$ cat src/rtl/memory_n_to_1_arbiter_if.sv
// Request/response bundle between N requesting channels and the shared-memory arbiter.
// Latency: none (wires only).
// Backpressure: req_ready is the one-hot grant; a channel holds its request until granted.
//
// Ports (signals):
//   req_valid/req_we  per-channel request valid and write enable
//   req_addr/req_din  per-channel local address and write data, channel i in slice i
//   req_ready         one-hot grant back to the channels
//   rd_valid/rd_ch/rd_data  tagged read response
//   err_oob           one-cycle out-of-window pulse
interface memory_n_to_1_arbiter_if #(
  parameter int WIDTH        = 32,
  parameter int NUM_CH       = 4,
  parameter int CH_DEPTH_LOG = 4,
  parameter int CH_LOG       = 2
);
  logic [NUM_CH-1:0]              req_valid;
  logic [NUM_CH-1:0]              req_we;
  logic [NUM_CH*CH_DEPTH_LOG-1:0] req_addr;
  logic [NUM_CH*WIDTH-1:0]        req_din;
  logic [NUM_CH-1:0]              req_ready;
  logic                           rd_valid;
  logic [CH_LOG-1:0]              rd_ch;
  logic [WIDTH-1:0]               rd_data;
  logic                           err_oob;

  // Requester side.
  modport master (
    output req_valid, req_we, req_addr, req_din,
    input  req_ready, rd_valid, rd_ch, rd_data, err_oob
  );

  // Arbiter side.
  modport slave (
    input  req_valid, req_we, req_addr, req_din,
    output req_ready, rd_valid, rd_ch, rd_data, err_oob
  );
endinterface

$ cat src/rtl/memory_n_to_1_arbiter.sv
// N-channel arbiter in front of one shared single-port memory, each channel in a private window.
// Latency: grant 0 cycles, read data 1 cycle after accept, writes land at the accept edge.
// Backpressure: one transfer per cycle; losing channels see req_ready=0 and must hold their request.
//
// Ports:
//   clk    rising-edge clock
//   rst_n  asynchronous active-low reset
//   bus    slave modport: per-channel requests in, one-hot grant and tagged read response out
module memory_n_to_1_arbiter #(
  parameter int WIDTH          = 32,
  parameter int NUM_CH         = 4,
  parameter int CH_DEPTH       = 14,
  parameter int CH_DEPTH_LOG   = $clog2(CH_DEPTH),
  parameter int CH_LOG         = $clog2(NUM_CH),
  parameter int FULL_DEPTH     = NUM_CH * CH_DEPTH,
  parameter int FULL_DEPTH_LOG = $clog2(FULL_DEPTH),
  parameter int RR_MODE        = 1
) (
  input  logic                    clk,
  input  logic                    rst_n,
  memory_n_to_1_arbiter_if.slave  bus
);

  // One extra bit so a window of exactly 2**CH_DEPTH_LOG words never flags out-of-range.
  localparam logic [CH_DEPTH_LOG:0] CH_DEPTH_W = (CH_DEPTH_LOG + 1)'(CH_DEPTH);
  localparam logic [CH_LOG-1:0]     LAST_CH    = CH_LOG'(NUM_CH - 1);

  logic [CH_LOG-1:0]         last_ptr;
  logic [CH_LOG-1:0]         grant_idx;
  logic [CH_LOG-1:0]         cand;
  logic                      found;
  logic [NUM_CH-1:0]         grant;

  logic                      sel_we;
  logic [CH_DEPTH_LOG-1:0]   sel_addr;
  logic [WIDTH-1:0]          sel_din;
  logic                      oob;

  logic                      mem_we;
  logic [FULL_DEPTH_LOG-1:0] mem_addr;
  logic [WIDTH-1:0]          mem_din;
  logic [WIDTH-1:0]          mem_q;
  logic [WIDTH-1:0]          mem [FULL_DEPTH];

  logic                      rsp_v;
  logic [CH_LOG-1:0]         rsp_ch;
  logic                      rsp_oob;
  logic                      err_oob_q;

  // Window base addresses, one constant per channel.
  logic [FULL_DEPTH_LOG-1:0] base_tbl [NUM_CH];
  for (genvar g = 0; g < NUM_CH; g++) begin : g_base
    assign base_tbl[g] = FULL_DEPTH_LOG'(g * CH_DEPTH);
  end

  // Search order: round-robin starts just after the last granted channel,
  // fixed priority always starts at channel 0. First valid candidate wins.
  always_comb begin
    grant     = '0;
    grant_idx = '0;
    found     = 1'b0;
    cand      = '0;
    for (int k = 0; k < NUM_CH; k++) begin
      if (RR_MODE != 0) begin
        cand = CH_LOG'((int'(last_ptr) + 1 + k) % NUM_CH);
      end else begin
        cand = CH_LOG'(k);
      end
      if (!found && bus.req_valid[cand]) begin
        found     = 1'b1;
        grant_idx = cand;
      end
    end
    grant[grant_idx] = found;
  end

  assign bus.req_ready = grant;

  // Granted channel's request fields.
  assign sel_we   = bus.req_we[grant_idx];
  assign sel_addr = bus.req_addr[int'(grant_idx) * CH_DEPTH_LOG +: CH_DEPTH_LOG];
  assign sel_din  = bus.req_din[int'(grant_idx) * WIDTH +: WIDTH];
  assign oob      = {1'b0, sel_addr} >= CH_DEPTH_W;

  // Idle and out-of-window cycles park the memory at address 0 with writes off,
  // so a stray address can never reach a neighbouring window.
  assign mem_we   = found & sel_we & ~oob;
  assign mem_addr = (found && !oob) ? FULL_DEPTH_LOG'(sel_addr) + base_tbl[grant_idx] : '0;
  assign mem_din  = found ? sel_din : '0;

  // Shared single-port memory with registered read.
  always_ff @(posedge clk) begin
    if (mem_we) begin
      mem[mem_addr] <= mem_din;
    end
    mem_q <= mem[mem_addr];
  end

  always_ff @(posedge clk or negedge rst_n) begin
    if (!rst_n) begin
      last_ptr  <= LAST_CH;
      rsp_v     <= 1'b0;
      rsp_ch    <= '0;
      rsp_oob   <= 1'b0;
      err_oob_q <= 1'b0;
    end else begin
      if (found) begin
        last_ptr <= grant_idx;
      end
      rsp_v     <= found & ~sel_we;
      rsp_oob   <= found & ~sel_we & oob;
      err_oob_q <= found & oob;
      if (found && !sel_we) begin
        rsp_ch <= grant_idx;
      end
    end
  end

  assign bus.rd_valid = rsp_v;
  assign bus.rd_ch    = rsp_ch;
  assign bus.rd_data  = (rsp_v && !rsp_oob) ? mem_q : '0;
  assign bus.err_oob  = err_oob_q;

endmodule

$ cat src/flat_wrapper.sv
// flat-port wrapper written by rule: the top's interface ports become plain ports
module memory_n_to_1_arbiter_flat 
#(
  parameter int WIDTH          = 32,
  parameter int NUM_CH         = 4,
  parameter int CH_DEPTH       = 14,
  parameter int CH_DEPTH_LOG   = $clog2(CH_DEPTH),
  parameter int CH_LOG         = $clog2(NUM_CH),
  parameter int FULL_DEPTH     = NUM_CH * CH_DEPTH,
  parameter int FULL_DEPTH_LOG = $clog2(FULL_DEPTH),
  parameter int RR_MODE        = 1
)
  (clk, rst_n, bus_req_valid, bus_req_we, bus_req_addr, bus_req_din, bus_req_ready, bus_rd_valid, bus_rd_ch, bus_rd_data, bus_err_oob);
  memory_n_to_1_arbiter_if #(.WIDTH(WIDTH), .NUM_CH(NUM_CH), .CH_DEPTH_LOG(CH_DEPTH_LOG), .CH_LOG(CH_LOG)) bus_i ();
  input  logic clk;
  input  logic rst_n;
  input wire logic [$bits(bus_i.req_valid)-1:0] bus_req_valid;
  input wire logic [$bits(bus_i.req_we)-1:0] bus_req_we;
  input wire logic [$bits(bus_i.req_addr)-1:0] bus_req_addr;
  input wire logic [$bits(bus_i.req_din)-1:0] bus_req_din;
  output wire logic [$bits(bus_i.req_ready)-1:0] bus_req_ready;
  output wire logic [$bits(bus_i.rd_valid)-1:0] bus_rd_valid;
  output wire logic [$bits(bus_i.rd_ch)-1:0] bus_rd_ch;
  output wire logic [$bits(bus_i.rd_data)-1:0] bus_rd_data;
  output wire logic [$bits(bus_i.err_oob)-1:0] bus_err_oob;
  assign bus_i.req_valid = bus_req_valid;
  assign bus_i.req_we = bus_req_we;
  assign bus_i.req_addr = bus_req_addr;
  assign bus_i.req_din = bus_req_din;
  assign bus_req_ready = bus_i.req_ready;
  assign bus_rd_valid = bus_i.rd_valid;
  assign bus_rd_ch = bus_i.rd_ch;
  assign bus_rd_data = bus_i.rd_data;
  assign bus_err_oob = bus_i.err_oob;
  memory_n_to_1_arbiter #(.WIDTH(WIDTH), .NUM_CH(NUM_CH), .CH_DEPTH(CH_DEPTH), .CH_DEPTH_LOG(CH_DEPTH_LOG), .CH_LOG(CH_LOG), .FULL_DEPTH(FULL_DEPTH), .FULL_DEPTH_LOG(FULL_DEPTH_LOG), .RR_MODE(RR_MODE)) u_core (.clk(clk), .rst_n(rst_n), .bus(bus_i));
endmodule
$ cat config.mk
export PLATFORM = sky130hd
export DESIGN_NAME = memory_n_to_1_arbiter_flat
export DESIGN_NICKNAME = d
export VERILOG_FILES = /design/src/rtl/memory_n_to_1_arbiter_if.sv /design/src/rtl/memory_n_to_1_arbiter.sv /design/src/flat_wrapper.sv
export SDC_FILE = /design/constraint.sdc
export NUM_CORES = 2
export LEC_CHECK = 0
export CAP_MARGIN = 0
export CORE_ASPECT_RATIO = 0.75
export CORE_MARGIN = 2
export CORE_UTILIZATION = 25
export CTS_CLUSTER_DIAMETER = 40
export DETAILED_ROUTE_END_ITERATION = 16
export SETUP_SLACK_MARGIN = 0.4
export SYNTH_ARGS = -nofsm -noshare
export SYNTH_HDL_FRONTEND = slang
export SYNTH_SLANG_ARGS = --single-unit
$ cat constraint.sdc
create_clock -name clk -period 7.86 [get_ports clk]
set_input_delay 1.572 -clock clk [delete_from_list [all_inputs] [get_ports clk]]
set_output_delay 1.572 -clock clk [all_outputs]
set_load 0.02 [all_outputs]
* Yosys cells after proc, flatten, opt, wreduce, memory -nomap -nowiden *
Memory sizes are Yosys's and may differ from the RTL's. A register that Yosys moved wholly into a read port is not among the register bits.
Cells that the tools add are included.

storage, ports and cells
  output and inout bits = 40
  input port bits = 154
  register bits = 7
  RAM bits = 1792
  word-level logic and storage cells = 71
  memories = 1

cells by class
  add/subtract/negate cells = 5
  reductions and logical operators = 13
  bitwise operators = 9
  multiplexer cells = 28
  $lt $le $gt $ge = 8
  shift operators = 2

memory list
  memory      depth  bits a word  read ports  clocked after memory_dff  wr ports  line                         RTL
  u_core.mem  56     32           1           1                         1         memory_n_to_1_arbiter.sv:43  logic [WIDTH-1:0] mem [FULL_DEPTH];

operators with widths
  kind                   number
  $shiftx A128 B8 Y32    1
  $mux W32               2
  $mux W6                3
  $shiftx A16 B5 Y4      1
  $lt A2 B3 Y1 const B   5
  $bmux W6 S2            1
  $mux W1                12
  $bmux W1 S2            5
  $mux W2                4
  $logic_and A1 B1 Y1    7
  $add A4 B6 Y6          1
  $logic_not A1 Y1       6
  $and A1 B1 Y1          5
  $add A2 B1 Y2 const B  2
  $add A2 B2 Y2 const B  2
  $and A4 B4 Y4          1
  $ge A4 B4 Y1 const B   1
  $ge A3 B3 Y1 const B   1
  $not A2 Y3             1
  $demux W1 S2           1
  $ge A2 B1 Y1 const B   1
  $not A1 Y1             2

* Logic depth before layout (Yosys ltp) *
  depth after elaboration = 19
  gate-level depth with buffers = 24
  gate-level depth less buffers = 17

* Worst setup path after synthesis *
OpenSTA, ideal clock, no wires.

  path kind = in2reg
  start point = in bus_req_valid[3]
  end point = mem u_core.mem[39][0], enable pin
  stages on the path = 21
  arrival time = 8372 ps
  buffers on the path = 6
  data required time = 7358 ps
  setup time = 502 ps
  path slack = -1014 ps
  cell sequence = nand2b_1 -> a21oi_2 -> nor3_2 -> inv_1 -> a211oi_1 -> or2_1 -> buf_2 -> inv_2 -> buf_4 -> buf_2 -> buf_1 -> ha_1 -> nor2b_1 -> o21ai_0 -> xnor2_1 -> nand2_1 -> nor3_1 -> buf_2 -> clkbuf_1 -> nand2_1 -> nor4_1

between the ends
  word-level cells in the longest chain between the ends = 18
  elaborated cells between the ends (all ways) = 39
  those cells by class = add/sub: 1; order compare: 1; shift: 1; mux: 24; bitwise: 4; reduce/logical: 8

ends and longest elaborated chain
  element                                                   line                                                      RTL
  from (decl)                                               flat_wrapper.sv:17                                        input wire logic [$bits(bus_i.req_valid)-1:0] bus_req_valid;
  $bmux W1 S2                                               memory_n_to_1_arbiter.sv:69                               if (!found && bus.req_valid[cand]) begin
  $mux W1 (not written as such)                             memory_n_to_1_arbiter.sv:69
  $mux W1                                                   memory_n_to_1_arbiter.sv:69
  $logic_not A1 Y1                                          memory_n_to_1_arbiter.sv:69
  $logic_and A1 B1 Y1                                       memory_n_to_1_arbiter.sv:69
  $mux W1                                                   memory_n_to_1_arbiter.sv:69
  $logic_not A1 Y1                                          memory_n_to_1_arbiter.sv:69
  $logic_and A1 B1 Y1                                       memory_n_to_1_arbiter.sv:69
  (+2 left out)                                             --
  $logic_and A1 B1 Y1                                       memory_n_to_1_arbiter.sv:69
  $mux W2                                                   memory_n_to_1_arbiter.sv:69
  $shiftx A16 B5 Y4 (tied with other cells)                 memory_n_to_1_arbiter.sv:81                               assign sel_addr = bus.req_addr[int'(grant_idx) * CH_DEPTH_LOG +: CH_DEPTH_LOG];
  $ge A4 B4 Y1 (tied with other cells)                      memory_n_to_1_arbiter.sv:83                               assign oob = {1'b0, sel_addr} >= CH_DEPTH_W;
  $not A1 Y1 (tied with other cells)                        memory_n_to_1_arbiter.sv:87                               assign mem_we = found & sel_we & ~oob;
  $and A1 B1 Y1 or $mux W6 (tied branches)                  memory_n_to_1_arbiter.sv:87, memory_n_to_1_arbiter.sv:88
  $mux W1 or $add A4 B6 Y6 (tied branches)                  memory_n_to_1_arbiter.sv:93, memory_n_to_1_arbiter.sv:88
  $mux W1 (not written as such) or $mux W6 (tied branches)  memory_n_to_1_arbiter.sv:94, memory_n_to_1_arbiter.sv:88
  to (decl)                                                 memory_n_to_1_arbiter.sv:43

Parallel ways exist; a longest one is shown, timed or not. The select of a mux whose other input is x is not followed.

* Worst setup path in the final report *
  start point = in bus_req_valid[3]
  end point = reg u_core.mem_q[17], read port of u_core.mem

between the ends
  word-level cells in the longest chain between the ends = 18
  elaborated cells between the ends (all ways) = 32
  those cells by class = add/sub: 1; order compare: 1; shift: 1; mux: 20; bitwise: 1; reduce/logical: 8

ends and longest elaborated chain
  element                                                               line                         RTL
  parallel branches: the longest is 17 deep, another holds $bmux W1 S2  --
  $mux W6 *                                                             memory_n_to_1_arbiter.sv:88  assign mem_addr = (found && !oob) ? FULL_DEPTH_LOG'(sel_addr) + base_tbl[grant_idx] : '0;
  to (decl)                                                             memory_n_to_1_arbiter.sv:42  logic [WIDTH-1:0] mem_q;

Every way passes the cells marked *. The select of a mux whose other input is x is not followed.
A chain may end at the register's enable or synchronous reset.

==> flow_metrics.tcl <==
set metrics [dict create \
    status "complete, no violations" \
    drcViolationCount 0 \
    hold_viol 0 \
    antenna_found_initial 11 \
    max_freq_mhz 144.6 \
    die_w_um 628.5 \
    via_per_inst 5.324 \
    place_inst 8160 \
    die_h_um 472.3 \
    htreeDepth 4 \
    grt_max_degree 110 \
    yosys_warnings 0 \
    clk_path_buf_depth 4 \
    critPathCaptureType "register" \
    slowest_delay_ns 1.07 \
    final_cell_mix "edfxtp_1 (1792), mux2_2 (412), a22oi_1 (274)" \
    cp.required_ns 8.49 \
    ys_seq_elements 1831 \
    grt.overflow.total 0 \
    crit_buf_inv 5 \
    fin_crit_sh_pct 87.99 \
    ant_nets 0 \
    grt_usage_pct 16.56 \
    cts-buffers-inserted 184 \
    grt_pass1_vias 42710 \
    finalClockSkew_ns 0.05818 \
    path_common_cell "buf_12" \
    syn_area_sq_mm 0.07311 \
    cap_violations 0 \
    numClockSinks 1831 \
    cts_resized 0 \
    synth_area_per_cell_sq_um 17.68 \
    cp.arrival_ns 7.55 \
    clk_pin_slew_worst_paths_ns 0.06 \
    post-route-min-period_ns 6.916 \
    slowest_stage "o21ai_0" \
    post-cts-setup-buffers 0 \
    cts_root_buf "clkbuf_16" \
    final_common_cell "edfxtp_1" \
    finalNetCount 4617 \
    synth_edf_count 1792 \
    wl_um 256800 \
    critPathKind "in -> reg" \
    initial_core_util_pct 25.20 \
    rsz0062_at_grt "false" \
    postSynth.asyncResetShare_pct 0.3823 \
    fp-row-count 171 \
    crit_family "compound AO/OA/AOI/OAI gates" \
    path_cells "clkdlybuf4s50_1, nand2b_1, a21oi_2, nor3_4, mux4_2, ha_4, inv_1, fa_4, buf_12, nor2_4, buf_12, buf_12, a221o_1, o211ai_1, a21oi_1, o21ai_0, nand4_1" \
    worst_pin_slew_ns 1.431 \
    ios 194 \
    yosysUniqueCellTypes 77 \
    synthTopCellsByArea "edfxtp_1 (74%), mux2_2 (6.3%), a22oi_1 (2.8%), mux4_2 (2.7%), a221oi_1 (1.8%)" \
    die_area_sq_mm 0.2968 \
    grt_pass1_wl_um 352700 \
    drtPass1Iterations 7 \
    layout.cells.non_filler 8485 \
    cp-start-kind "input pin" \
    relSlewSlack_pct 4.587 \
    synth_flop_cell "edfxtp_1" \
    syn_nets 4298 \
    cts-hold-fix-buffers 0 \
    cts_tree "built" \
    drtIter0Drc 7791 \
    core_area_sq_mm 0.2901 \
    area_delta_synth_final_pct 20.05 \
    gp_congestion 0.9107 \
    yosysSeqAreaShare_pct 74.72 \
    synth_top_cell_area_share_pct 73.60 \
    report.final.slew_viol_count 0 \
    drive_above_1_share_pct 25.16 \
    num_vias 45170 \
    io_buffer_count 193 \
    setup_viol 0 \
    n_fill_cell 28310 \
    yosys.area.top_type "edfxtp_1" \
    wire_per_inst_um 30.27 \
    hpwl_um 154400 \
    hold_class "reg -> reg" \
    crit_fanout 47 \
    synthCells 4135 \
    clock_latency_ns 0.85 \
]
[flip-flops by register name, indices dropped and copies added, names as in the netlist]
name	flops
u_core.bus.err_oob	1
u_core.bus.rd_ch	2
u_core.bus.rd_valid	1
u_core.last_ptr	2
u_core.mem	1792
u_core.mem_q	32
u_core.rsp_oob	1
[path summary, 6_finish.rpt]
path                       cells after the start                  to  slack (ns)                from
setup / recovery                              17    u_core.mem_q[17]        0.94    bus_req_valid[3]
hold / removal                                 2  u_core.last_ptr[0]        0.49  u_core.last_ptr[0]
setup reg to reg                              16    u_core.mem_q[17]        1.75  u_core.last_ptr[1]
hold reg to reg                                2  u_core.last_ptr[0]        0.49  u_core.last_ptr[0]
max in group asynchronous                      1  u_core.last_ptr[0]        6.35               rst_n
min in group asynchronous                      1      u_core.rsp_oob        1.13               rst_n
[tightest hold or removal path: stages (launching register included)]
cell and delay (ns):
dfstp_2 0.39, nand2_1 0.05, nand2_1 0.05
[metal layers]
layer  wire, um  share of wire [%]  track usage (%)
met2     107600                 42            23.65
met5         21             0.0082                0
met4       7549                2.9            4.207
met3      35920                 14            5.811
met1     105700                 41            23.72
[kinds of logic after synthesis]
group                    count (synthesis)  share of synthesized area (%)
buffers and inverters                  350                          1.973
AND/OR/NAND/NOR                        451                          3.067
adder cells (fa/ha/maj)                  9                         0.1643
flip-flops                            1831                          74.72
AO/OA/AOI/OAI                          960                          10.56
XOR/XNOR                                 6                        0.07189
multiplexers                           528                          9.446
[synthesized netlist by cell type, types with 15 or more instances]
library cell and count:
o211ai_1 15, nand2_1 74, a221o_1 88, mux2i_1 24
and2_1 77, a211o_1 20, a211oi_1 74, edfxtp_1 1792
mux2_2 412, a22o_1 43, a32oi_1 26, buf_1 46
o32ai_1 15, dfxtp_1 32, inv_1 22, o22a_1 24
a21oi_1 49, o22ai_1 21, clkbuf_1 200, o2bb2ai_1 60
mux4_2 88, buf_2 73, nor3_1 86, a221oi_1 147
nand3_1 25, nand4_1 22, a22oi_1 274, nor2_1 116
o21ai_0 28
[final cells by class]
cell class / instances / area [sq um] / share of cell area (%)
inverters: 24 / 92.59 / 0.1055
multi-input cells: 1954 / 17670 / 20.13
clock inverters: 90 / 922.1 / 1.051
clock buffers: 232 / 4938 / 5.626
flip-flops and latches: 1831 / 54630 / 62.24
diodes: 3 / 7.507 / 0.008553
well taps: 3892 / 4870 / 5.548
repair buffers: 459 / 4642 / 5.289
[through the flow]
| stage | cell area (sq um) | TNS [ns] | utilization (%) | setup WS (ns) | hold slack [ns] |
|---|---|---|---|---|---|
| floorplan | 73130 | -57.35 | - | -0.5974 | 0.4549 |
| global placement | 81910 | 0 | 28.23 | 0.3797 | 0.4711 |
| detailed placement | 81910 | 0 | 28.23 | 0.3183 | 0.4821 |
| CTS | 87770 | 0 | 30.25 | 1.183 | 0.4906 |
| global route | 87770 | 0 | 30.25 | 0.8429 | 0.5278 |
| finish | 87770 | 0 | 30.25 | 0.9442 | 0.4894 |
Power is not shown: default switching activity piles up to over one toggle a cycle in this logic, so the estimate is an artifact.
